--- config.mk ---
export PLATFORM = sky130hd
export DESIGN_NAME = mul_seq_arbiter
export DESIGN_NICKNAME = d
export VERILOG_FILES = /design/src/rtl/mul_seq_arbiter.sv
export SDC_FILE = /design/constraint.sdc
export NUM_CORES = 1
export LEC_CHECK = 0
export ABC_AREA = 1
export BUFFER_PORTS_ARGS = -buffer_cell sky130_fd_sc_hd__buf_2
export CAP_MARGIN = 20
export CORE_UTILIZATION = 51
export CTS_CLUSTER_DIAMETER = 60
export DETAILED_ROUTE_END_ITERATION = 16
export GPL_ROUTABILITY_DRIVEN = 0
export PLACE_DENSITY_LB_ADDON = 0.12
export SYNTH_ARGS = -nofsm -noshare
export SYNTH_HDL_FRONTEND = slang
export SYNTH_SLANG_ARGS = --single-unit
--- constraint.sdc ---
create_clock -name clk -period 3.12 [get_ports clk]
set_input_delay 0.468 -clock clk [delete_from_list [all_inputs] [get_ports clk]]
set_output_delay 0.468 -clock clk [all_outputs]
set_load 0.005 [all_outputs]
--- src/rtl/mul_seq_arbiter.sv ---
// Round-robin arbiter and restart sequencer that shares one sequential array_mul
// between two valid/ready requesters and returns tagged products on one response port.
module mul_seq_arbiter #(
    parameter int N   = 4,
    parameter int LAT = N
) (
    input  logic           clk,
    input  logic           rst_n,
    input  logic           req0_valid,
    output logic           req0_ready,
    input  logic [N-1:0]   req0_a,
    input  logic [N-1:0]   req0_b,
    input  logic           req1_valid,
    output logic           req1_ready,
    input  logic [N-1:0]   req1_a,
    input  logic [N-1:0]   req1_b,
    output logic           rsp_valid,
    input  logic           rsp_ready,
    output logic           rsp_id,
    output logic [2*N-1:0] rsp_p,
    output logic           busy,
    output logic           mul_en,
    output logic [N-1:0]   mul_a,
    output logic [N-1:0]   mul_b,
    input  logic [2*N-1:0] mul_p
);

    localparam int CW = $clog2(LAT + 1);

    typedef enum logic [1:0] {IDLE, LOAD, RUN, DONE} state_t;

    state_t         state_q, state_d;
    logic [CW-1:0]  cnt_q, cnt_d;
    logic           prio_q, prio_d;
    logic           mul_en_q, mul_en_d;
    logic [N-1:0]   mul_a_q, mul_a_d;
    logic [N-1:0]   mul_b_q, mul_b_d;
    logic           rsp_valid_q, rsp_valid_d;
    logic           rsp_id_q, rsp_id_d;
    logic [2*N-1:0] rsp_p_q, rsp_p_d;
    logic           busy_q, busy_d;
    logic           grant;

    // Only a contested cycle consults the pointer; a lone requester always wins.
    assign grant = (req0_valid && req1_valid) ? prio_q : req1_valid;

    always_comb begin
        // NOTE: every comb output gets a default first so no path can infer a latch.
        state_d     = state_q;
        cnt_d       = cnt_q;
        prio_d      = prio_q;
        mul_a_d     = mul_a_q;
        mul_b_d     = mul_b_q;
        rsp_valid_d = rsp_valid_q;
        rsp_id_d    = rsp_id_q;
        rsp_p_d     = rsp_p_q;
        req0_ready  = 1'b0;
        req1_ready  = 1'b0;

        case (state_q)
            IDLE: begin
                req0_ready = req0_valid && !grant;
                req1_ready = req1_valid && grant;
                if (req0_ready || req1_ready) begin
                    mul_a_d  = grant ? req1_a : req0_a;
                    mul_b_d  = grant ? req1_b : req0_b;
                    rsp_id_d = grant;
                    prio_d   = !grant;
                    state_d  = LOAD;
                end
            end
            LOAD: begin
                cnt_d   = '0;
                state_d = RUN;
            end
            RUN: begin
                cnt_d = cnt_q + CW'(1);
                if (cnt_q == CW'(LAT - 1)) begin
                    rsp_p_d     = mul_p;
                    rsp_valid_d = 1'b1;
                    state_d     = DONE;
                end
            end
            DONE: begin
                if (rsp_ready) begin
                    rsp_valid_d = 1'b0;
                    state_d     = IDLE;
                end
            end
            default: state_d = IDLE;
        endcase

        // The multiplier only sees en high in RUN, so LOAD always forces a restart.
        mul_en_d = (state_d == RUN);
        busy_d   = (state_d != IDLE);
    end

    // NOTE: sequential state uses non-blocking assignments so all flops update together.
    always_ff @(posedge clk or negedge rst_n) begin
        if (!rst_n) begin
            state_q     <= IDLE;
            cnt_q       <= '0;
            prio_q      <= 1'b0;
            mul_en_q    <= 1'b0;
            mul_a_q     <= '0;
            mul_b_q     <= '0;
            rsp_valid_q <= 1'b0;
            rsp_id_q    <= 1'b0;
            rsp_p_q     <= '0;
            busy_q      <= 1'b0;
        end else begin
            state_q     <= state_d;
            cnt_q       <= cnt_d;
            prio_q      <= prio_d;
            mul_en_q    <= mul_en_d;
            mul_a_q     <= mul_a_d;
            mul_b_q     <= mul_b_d;
            rsp_valid_q <= rsp_valid_d;
            rsp_id_q    <= rsp_id_d;
            rsp_p_q     <= rsp_p_d;
            busy_q      <= busy_d;
        end
    end

    assign mul_en    = mul_en_q;
    assign mul_a     = mul_a_q;
    assign mul_b     = mul_b_q;
    assign rsp_valid = rsp_valid_q;
    assign rsp_id    = rsp_id_q;
    assign rsp_p     = rsp_p_q;
    assign busy      = busy_q;

endmodule

==> results.md, run 1 <==
- The largest voltage drop on the vdd net is 626 µV.
- The final-report setup violation count is 0.
- The final count of hold timing violations is 0.
- The time the worst path needs with I/O delays and setup is 2250 ps.
- The power density over the cells is 888 nW/µm².
- The type of the worst min-delay path is in -> async.
- In this run the cell area measured after placement is 1570 µm².
- The clock latency at the later pin of the worst-skew pair is 310 ps.
- The final setup TNS is 0 ps.
- The leakage power total is 0.000973 µW.
- The sort of element at the start of the critical path is a register.
- Across all layers, the routed design uses 1084 vias.
- The switching share of total power is 36.4%.
- Setup repair after global routing left no endpoint under its margin.
- The height of the chip is 52.7 µm.
- The maximum number of pins on one net before global-route repair is 27.
- The smallest setup slack after layout is 872 ps.
- After synthesis, flip-flops and latches occupy 49.6% of the total area.
- Timing would allow up to 445 MHz.
- The number of distinct library cell variants in the gate-level netlist after synthesis is 18.
- The total clock buffers created by CTS is 3.
- The count of pins over their slew limit is 0.
- Once layout is done, the placed cells without fillers occupy 1620 µm².
- The flow ran to the end, and the final reports show no timing, DRC or antenna violations.
- The library cell used most frequently in the layout, excluding fill and tap cells, is sky130_fd_sc_hd__nand2_1.
- The floorplan has 18 rows.
- For this block, the routed nets add up to 2610 µm of wire.
- The count of warnings emitted by yosys is 0.
- The sum of net half-perimeters after detailed placement is 1930 µm.
- The buffer count from post-CTS setup fixing is 0.
- The number of buffers and inverters on the critical path is 4.
- 51 I/O pins were placed.
- For flop-to-flop paths, the worst setup slack is 1540 ps.
- The clock tree root buffer cell is sky130_fd_sc_hd__clkbuf_4.
- The buffer levels on the longest clock path is 2.
- The die footprint is 2780 µm².
- The count of clock tree sinks is 26.
- The first global-routing pass estimated 4040 µm of wire.
- The via count of the first global-routing pass came to 969.
- Counting the fill cells in the layout gives 217.
- The hold buffer count at CTS is 0.
- The die width is 52.7 µm.
- The main combinational cell family by area after synthesis is simple AND/OR/NAND/NOR gates.
- The tightest slew margin relative to the limit is 62.6%.
- Across every metal layer, demand over resource in global routing totals 20.1%.
- On the worst path, the slowest cell contributes a delay of 430 ps.
- The slowest stage of the critical path is the sky130_fd_sc_hd__dfrtp_1 cell.
- In the routed layout, each cell is associated on average with a via count of 4.80.
- The category of the most critical setup path is reg -> out.
- The floorplan core area is 2450 µm².
- Relative to the synthesized area, the layout overhead comes to 23.6%.
- The fraction of the cycle the final worst path needs is 72.1%.
- At the placement stage, the worst setup path has a slack of 1230 ps.
- In the routed design, unresolved DRC markers number 0.
- Of the total power, combinational logic draws 44.5%.
- The count of nets left with antenna violations once routing finished came out at 0.
- The cell with the most instances on the worst path is sky130_fd_sc_hd__inv_1.
- Grouping stages by cell kind, the critical path spends the most delay in buffers and inverters.
- In this run the number of H-tree levels came out at 1.
- For this run, the detailed router's first-pass iteration total came to 4.
- The actual slew at the worst max-slew pin is 561 ps.
- In the final routed layout, each cell accounts on average for 11.5 µm.
- The number of violations reported at the end of detailed-routing iteration 0 is 11.
- When the netlist entered floorplanning its net count stood at 180.
- In the layout the commonest cells are sky130_fd_sc_hd__nand2_1 (58), sky130_fd_sc_hd__buf_2 (50), sky130_fd_sc_hd__dfrtp_1 (26).
- The tool flagged a number of max-cap violations equal to 0.
- For this design the total switching power over the nets is 525 µW.
- The repair_antennas step left the layout with diodes totalling 0.
- Traced cell by cell, the critical path runs through inv_1 > ha_1 > inv_1 > nor2_4 > inv_2 > a21oi_2 > buf_2.
- The number of gates resized after CTS is 0.
- The simple-gate area share of the yosys netlist is 24.7%.
- The global-route congestion overflow total is 0.
- After Yosys synthesis, full adders, half adders and majority gates account for 5.72% of the synthesized area.
- The relative contribution of the clock network to total power is 15.7%.
- The synthesized instance count is 145.
- Summing the areas of all compound-gate instances in the mapped netlist gives 4.29% of the synthesized area.
- The synthesized flop and latch total is 26.
- The worst path arrival time is 1780 ps.
- Once the floorplan was initialized, standard cells occupied 53.5% of the core.
- The post-route netlist has 35.7% of its cells at a drive strength greater than 1.
- The final setup skew is 3.65 ps.
- The required time at the worst-slack endpoint is 2650 ps.
- The initial antenna violation count is 0.
- The synthesized area per cell is 9.05 µm².
- The clock-pin slew of the registers on the worst-case setup and hold paths is 130 ps.
- Multiplexer cells account for 9.15% of the synthesized area.
- Sequential cells account for 39.8% of the total power.
- The critical path endpoint category is an output pin.
- The share of the synthesized netlist area taken by xor and xnor gates is 0%.
- The final layout contains 232 nets.
- Internal power comes to 917 µW.
- The TritonCTS clock tree is yes.
- In this run the worst path has a maximum fanout of 11.
- Input and output buffers added on the ports amount to 50.
- The post-synth design cell area is 1310 µm².
cells by family (layout without fill, tap and decap cells):
logic type / after synthesis / in the layout
buf+inv: 18 / 69
flops: 26 / 26
simple gates: 78 / 78
compound gates: 9 / 9
mux: 8 / 8
fa+ha+maj: 6 / 6
synth_stat cells (all sizes together):
| cell | n | share of area, % |
|---|---|---|
| inv | 15 | 4.3 |
| dfrtp | 26 | 50 |
| buf | 3 | 2.3 |
| nand2 | 61 | 18 |
| nand3 | 11 | 4.2 |
| ha | 6 | 5.7 |
| o22ai | 1 | 0.48 |
| mux2 | 8 | 9.2 |
| a21oi | 3 | 1.7 |
| o21ai | 4 | 1.5 |
| o211ai | 1 | 0.57 |
| nor2 | 6 | 2.5 |
power groups by stage:
stage	clock, µW	sequential (µW)	combinational (µW)
2_1_floorplan	0	584	412
3_3_place_gp	0	570	626
3_5_place_dp	0	577	644
4_1_cts	234	573	650
5_1_grt	249	591	729
6_report	226	574	641
worst paths after layout:
| check | from | end | cells after the start |
|---|---|---|---|
| max | state_q[0]$_DFF_PN0_ | req0_ready | 7 |
| min | rst_n | rsp_id$_DFFE_PN0P_ | 1 |
| max reg2reg | state_q[0]$_DFF_PN0_ | mul_en$_DFF_PN0_ | 7 |
| min reg2reg | mul_b[0]$_DFFE_PN0P_ | mul_b[0]$_DFFE_PN0P_ | 2 |
| max in group asynchronous | rst_n | mul_a[1]$_DFFE_PN0P_ | 1 |
| min in group clk | mul_p[7] | rsp_p[7]$_DFFE_PN0P_ | 2 |
metal layers:
metal / wire (µm) / track usage [%] / vias to the layer above
met5: 0 / 0 / -
met4: 78 / 12.3 / 0
met3: 128 / 2.90 / 8
met2: 1200 / 32.5 / 41
met1: 1200 / 25.0 / 481
li1: - / - / 554
sequential cells by signal, summed over array words and instances (netlist names):
register	cells
busy	1
cnt_q	3
mul_a	4
mul_b	4
mul_en	1
prio_q	1
rsp_id	1
rsp_p	8
rsp_valid	1
state_q	2
cell type report:
| type | count | area, µm² | share of cell area (%) |
|---|---|---|---|
| inverter | 15 | 56.3 | 3.47 |
| clock inverter | 1 | 30.0 | 1.85 |
| clock buffer | 3 | 22.5 | 1.39 |
| multi-input combinational | 101 | 576 | 35.5 |
| tap | 30 | 37.5 | 2.31 |
| sequential | 26 | 651 | 40.1 |
| timing repair buffer | 50 | 250 | 15.4 |
metrics by stage:
stage               utilization (%)  cells  hold slack, ps  power [µW]
floorplan                         -    145             172         997
global placement               64.0    222             467        1200
detailed placement             64.0    222             462        1220
CTS                            66.1    226             137        1460
global route                   66.1    226             158        1570
finish                         66.1    226             122        1440
No activity file was read; power rests on OpenSTA's default activity.
==> run 2: changes to the inputs <==
- CORE_UTILIZATION: 51 -> 48
- clock period: 3.12 -> 2.31 ns (I/O delays scaled with it)
==> results.md, run 2 (synthesized netlist as in run 1, its figures left out) <==
- After detailed routing, the average wire length per cell comes to 11.6 µm.
- Across the routed clock network, the largest skew measured is 8.93 ps.
- The depth of the worst register-to-register path is 4.
- The portion of total power attributed to combinational logic is 44.1%.
- The destination of the worst register-to-register timing path is rsp_p[1]$_DFFE_PN0P_.
- After layout, the minimum clock period comes to 2130 ps.
- The relative contribution of the clock network to total power is 16.3%.
- From bottom edge to top edge, the die measures 54.3 µm.
- The worst setup path is launched from a register.
- The fraction of the cycle the final worst path needs is 92.0%.
- Buffers placed on the I/O ports in this run total 50.
- The die covers 2950 µm².
- The number of DRC violations after detailed routing is 0.
- The initial utilization of the core area, before any placement, comes to 52.0%.
- In the final layout, the share of cells above drive strength 1 is 35.5%.
- The clock latency at the later pin of the worst-skew pair is 330 ps.
- Setup violations remaining at the end of the flow were counted as 0.
- Once detail routing completed, the nets flagged for antenna violations numbered 0.
- Detailed placement finished with a half-perimeter wire length of 1920 µm.
- Entering global routing, the biggest net connects 27 pins.
- In this run switching power makes up 36.6% of total power.
- Clock-pin slew was measured on the worst setup and hold paths at 150 ps.
- After floorplanning, the core was divided into 18 placement rows.
- The internal portion of the total power is 1240 µW.
- The number of top-level design ports is 51.
- The flow ran to the end, and the final reports show no timing, DRC or antenna violations.
- The critical path endpoint category is an output pin.
- The worst path arrival time is 1780 ps.
- The sink of the worst hold path is rsp_p[7]$_DFFE_PN0P_.
- Leaving out fill and tap cells, the most frequent cell in the layout is sky130_fd_sc_hd__nand2_1.
- For this design the total switching power over the nets is 714 µW.
- Summed over all cells, the static leakage comes to 0.000978 µW.
- The actual slew at the worst max-slew pin is 567 ps.
- The total global routing track utilization is 19.7%.
- Buffers added to address setup during post-CTS repair amount to 0.
- Measured against its own limit, the worst slew margin works out to 62.2%.
- The clock tree root buffer cell is sky130_fd_sc_hd__clkbuf_4.
- In this run the deepest clock path goes through 2 buffers.
- Leaving out fill and tap cells, the most frequent cells in the layout are sky130_fd_sc_hd__nand2_1 (58), sky130_fd_sc_hd__buf_2 (50), sky130_fd_sc_hd__dfrtp_1 (26).
- The total clock buffers created by CTS is 3.
- The number of detailed-route iterations in the first pass is 4.
- The via count of the first global-routing pass is 967.
- The peak clock frequency supported by timing is 471 MHz.
- The number of maximum-capacitance constraint violations is 0.
- The number of nets in the layout is 233.
- The number of antenna diodes in the final layout is 0.
- Setup repair after global routing left no endpoint under its margin.
- The TritonCTS clock tree is yes.
- The initial antenna violation count is 0.
- The count of clock tree sinks is 26.
- After detailed routing, the number of vias per cell comes to 4.90.
- The signed area change from the synthesized netlist to the final layout is 24.4%.
- The first global-routing pass estimated 4110 µm of wire.
- Hold is met by 224 ps.
- The worst hold path begins at mul_p[7].
- STA puts the critical path data required time at 1960 ps.
- The final count of hold timing violations is 0.
- The core region is 2520 µm².
- The hold path depth is 2.
- The type of the worst min-delay path is in -> reg.
- The largest voltage drop on the vdd net is 730 µV.
- Per report_power, the sequential group accounts for 39.6% of the total.
- CTS built an H-tree with a depth of 1.
- The category of the most critical setup path is reg -> out.
- The overall via count from detail_route is 1113.
- For this design the ratio of total power to cell area is 1190 nW/µm².
- The worst register-to-register path begins at state_q[0]$_DFF_PN0_.
- The total wire length is 2630 µm.
- After global routing the overflow that remains totals 0.
- The number of violations reported at the end of detailed-routing iteration 0 is 18.
- The floorplan step set the die width to 54.3 µm.
- After routing, the total negative slack on setup checks comes to 0 ps.
- The number of flip-flops under the largest register name is 8.
- The largest fanout on the critical path is 11.
- The count of pins over their slew limit came to 0.
- The slack of the worst reg-to-reg path is 680 ps.
[run 2: cell types whose count changed in the layout (fill, tap and decap cells not counted)]
cell and change:
sky130_fd_sc_hd__dlygate4sd3_1 +1
[run 2: power groups by stage]
stage	logic (µW)	registers, µW	clock network (µW)
finish	861	773	317
CTS	878	773	326
floorplan	557	789	0
detailed placement	866	782	0
global placement	847	767	0
global route	989	796	341
[run 2: per-layer routing]
layer  wire (µm)  share of wire, %  global-route usage [%]  up-vias
met2        1270                48                    34.8       42
met4          42               1.6                    7.69        0
met1        1140                43                    23.6      509
met3         176               6.7                    3.61        5
met5           0                 0                       0        -
li1            -                 -                       -      557
[run 2: repair_timing]
action | 4_1_cts | 5_1_grt
endpoints found under the setup margin | 0 | 1
endpoints found under the hold margin | 16 | 0
hold buffers | 1 | 0
resized for setup | 0 | 0
[run 2: area by class of cell]
cell class	count	area (µm²)
clock inverter	1	30.0
inverter	15	56.3
clock buffer	3	22.5
multi-input combinational	101	576
tap	30	37.5
timing repair buffer	51	260
sequential	26	651
fill	234	890
[run 2: worst max-delay path by stage]
| stage | depth (start not counted) | start | end | slack [ps] |
|---|---|---|---|---|
| finish | 7 | state_q[0]$_DFF_PN0_ | req0_ready | 180 |
| global route | 7 | state_q[0]$_DFF_PN0_ | req0_ready | 10 |
| CTS | 7 | state_q[0]$_DFF_PN0_ | req0_ready | 140 |
| detailed placement | 7 | state_q[0]$_DFF_PN0_ | req0_ready | 550 |
| global placement | 7 | state_q[0]$_DFF_PN0_ | req0_ready | 650 |
| floorplan | 7 | state_q[0]$_DFF_PN0_ | req0_ready | 770 |
[run 2: critical path, stage by stage, from the launching register on]
cell                      delay [ps]
sky130_fd_sc_hd__dfrtp_1         450
sky130_fd_sc_hd__inv_1           160
sky130_fd_sc_hd__ha_1            170
sky130_fd_sc_hd__inv_1            80
sky130_fd_sc_hd__nor2_4          200
sky130_fd_sc_hd__inv_2           150
sky130_fd_sc_hd__a21oi_2         120
sky130_fd_sc_hd__buf_2           110
[run 2: metrics by stage]
step	instances	worst slack [ps]	area, µm²	total power [µW]	utilization, %
final	227	185	1630	1950	64.7
after global routing	227	15.0	1630	2130	64.7
after CTS	227	145	1630	1980	64.7
after detailed placement	222	551	1570	1650	62.3
after global placement	222	646	1570	1610	62.3
after floorplan	145	770	1310	1350	-
==> run 3: changes to the inputs <==
- CELL_PAD_IN_SITES_DETAIL_PLACEMENT: unset -> 0
- CELL_PAD_IN_SITES_GLOBAL_PLACEMENT: unset -> 1
- CORE_UTILIZATION: 48 -> 35
- GPL_ROUTABILITY_DRIVEN: 0 -> 1
==> results.md, run 3 (synthesized netlist as in run 1, its figures left out) <==
- The worst setup path is captured at an output pin.
- The hold buffer count at CTS is 0.
- The number of detailed-route iterations in the first pass is 4.
- Setup violations remaining at the end of the flow were counted as 0.
- The initial antenna violation count is 0.
- In this run the tightest slew margin relative to its limit is 61.0%.
- The library cell used most frequently in the layout, excluding fill and tap cells, is sky130_fd_sc_hd__nand2_1.
- The buffer levels on the longest clock path is 2.
- The number of nets in the layout is 232.
- For this run the aggregate overflow at the end of global routing stands at 0.
- Hold timing on the final database bottoms out at a slack of 76.2 ps.
- For the pin with the worst max-slew slack, the measured transition is 585 ps.
- The final setup TNS is 0 ps.
- The kind of cell adding the most delay to the critical path is buffers and inverters.
- The final estimated routing congestion in global placement is 0.760.
- The design draws 1870 µW.
- The count of H-tree levels built during CTS is 1.
- The run finished with clean final reports.
- The count of buffers added on input and output ports is 50.
- After clock tree synthesis, the setup repair step added 0 buffers.
- The number of violations reported at the end of detailed-routing iteration 0 is 38.
- The tightest min-delay check is of the in -> async type.
- After legalization and detailed placement, the total HPWL measured 1930 µm.
- The critical path runs through a total of 7 cells.
- The worst-case IR drop observed on VDD is 507 µV.
- The die covers 4000 µm².
- On the final layout, the worst clock skew is 3.27 ps.
- For this run, the slowest stage of the critical path takes 410 ps.
- The largest fanout on the critical path is 11.
- The height of the chip is 63.2 µm.
- The clock latency at the later pin of the worst-skew pair is 260 ps.
- The most numerous cell type found on the critical path is sky130_fd_sc_hd__inv_1.
- The initial core utilization is 37.8%.
- Counting the buffers created by CTS gives 3.
- The initialized floorplan defines 21 standard-cell rows.
- The number of gates resized after CTS is 0.
- For this design, the slowest cell found on the critical path is sky130_fd_sc_hd__dfrtp_1.
- Setup repair after global routing left no endpoint under its margin.
- The worst path uses 88.1% of the clock period.
- The worst setup timing slack at the placement stage is 556 ps.
- The final layout contains routed wiring with a total length of 2590 µm.
- The overall via count from detail_route is 1070.
- The end point of the critical path is req0_ready.
- The peak clock frequency supported by timing is 491 MHz.
- The destination of the worst register-to-register timing path is rsp_p[3]$_DFFE_PN0P_.
- In this run the clock root is driven by a sky130_fd_sc_hd__clkbuf_8.
- The die is 63.2 µm wide.
- The total global routing track utilization is 13.7%.
- Dividing the detail-routed wire length by the instance count gives 10.7 µm.
- During I/O placement, the number of pins put on the boundary was 51.
- The final count of hold timing violations came to 0.
- After clock tree synthesis, the clock-pin slew on the worst setup and hold paths is 80 ps.
- The critical path starts at state_q[0]$_DFF_PN0_.
- The reg-to-reg critical path startpoint is state_q[0]$_DFF_PN0_.
- The post-route antenna net violation count is 0.
- The number of flip-flops under the largest register name is 8.
- The number of antenna diodes in the final layout is 0.
- The sort of element at the start of the critical path is a register.
- The maximum number of pins on one net before global-route repair is 27.
- The worst path arrival time is 1690 ps.
- The via density per instance is 4.44.
- The number of DRC violations after detailed routing is 0.
- The first global-routing pass estimated 4250 µm of wire.
- The time the worst path needs with I/O delays and setup is 2040 ps.
- The floorplan core area is 3470 µm².
- In this run the power density over the cells is 1150 nW/µm².
- The critical path goes through inv_1 > ha_1 > inv_1 > nor2_4 > inv_2 > a21oi_2 > buf_2.
- In the layout the commonest cells are sky130_fd_sc_hd__nand2_1 (58), sky130_fd_sc_hd__buf_2 (50), sky130_fd_sc_hd__dfrtp_1 (26).
- The count of pins over their slew limit is 0.
- The critical path is of the reg -> out type.
- Of the cells placed in the final design, the portion with a size suffix greater than 1 is 35.4%.
- The depth of the worst register-to-register path is 4.
- TritonCTS built the clock tree.
- STA puts the critical path data required time at 1960 ps.
- The number of maximum-capacitance constraint violations is 0.
- The smallest setup slack after layout is 274 ps.
- The count of clock tree sinks is 26.
- Setup slack on the worst reg-to-reg path comes out at 770 ps.
- The leakage power total is 0.000967 µW.
- The critical path contains buffers and inverters numbering 4 combined.
- The via count of the first global-routing pass is 942.
- From synthesis to final layout, the design area changed by 24.3%.
[run 3: final cells by class]
| cell class | count | area (µm²) |
|---|---|---|
| multi-input combinational | 101 | 576 |
| timing repair buffer | 50 | 250 |
| inverter | 15 | 56.3 |
| tap | 46 | 57.6 |
| clock buffer | 3 | 41.3 |
| sequential | 26 | 651 |
| fill | 346 | 1840 |
[run 3: through the flow]
stage | instances | area (µm²) | utilization, %
floorplan | 145 | 1310 | -
global placement | 238 | 1590 | 45.9
detailed placement | 238 | 1590 | 45.9
CTS | 241 | 1630 | 47.0
global route | 241 | 1630 | 47.0
finish | 241 | 1630 | 47.0
[run 3: power by group]
part / leakage [µW] / internal (µW) / switching [µW]
registers: 0.000318 / 663 / 107
clock network: 0.0000216 / 117 / 129
logic: 0.000627 / 402 / 456
total: 0.000967 / 1180 / 693
[run 3: layer usage]
layer / vias to the layer above / GRT usage, % / part of all wire (%)
met1: 480 / 17.9 / 50
met5: - / 0 / 0
met4: 0 / 5.97 / 0.89
met3: 2 / 4.53 / 7.7
li1: 553 / - / -
met2: 35 / 20.6 / 41
[run 3: worst min path at each step]
stage | end | slack, ps | cells past startpoint
final | mul_a[1]$_DFFE_PN0P_ | 80 | 1
after global routing | busy$_DFF_PN0_ | 100 | 1
after CTS | busy$_DFF_PN0_ | 90 | 1
after detailed placement | busy$_DFF_PN0_ | 380 | 1
after global placement | mul_en$_DFF_PN0_ | 380 | 1
after floorplan | busy$_DFF_PN0_ | 50 | 0
[run 3: worst reg2reg max path, stage by stage, from the launching register on]
cell and delay (ps):
sky130_fd_sc_hd__dfrtp_1 410, sky130_fd_sc_hd__inv_1 150, sky130_fd_sc_hd__ha_1 280, sky130_fd_sc_hd__nand2_2 240
sky130_fd_sc_hd__mux2_4 360
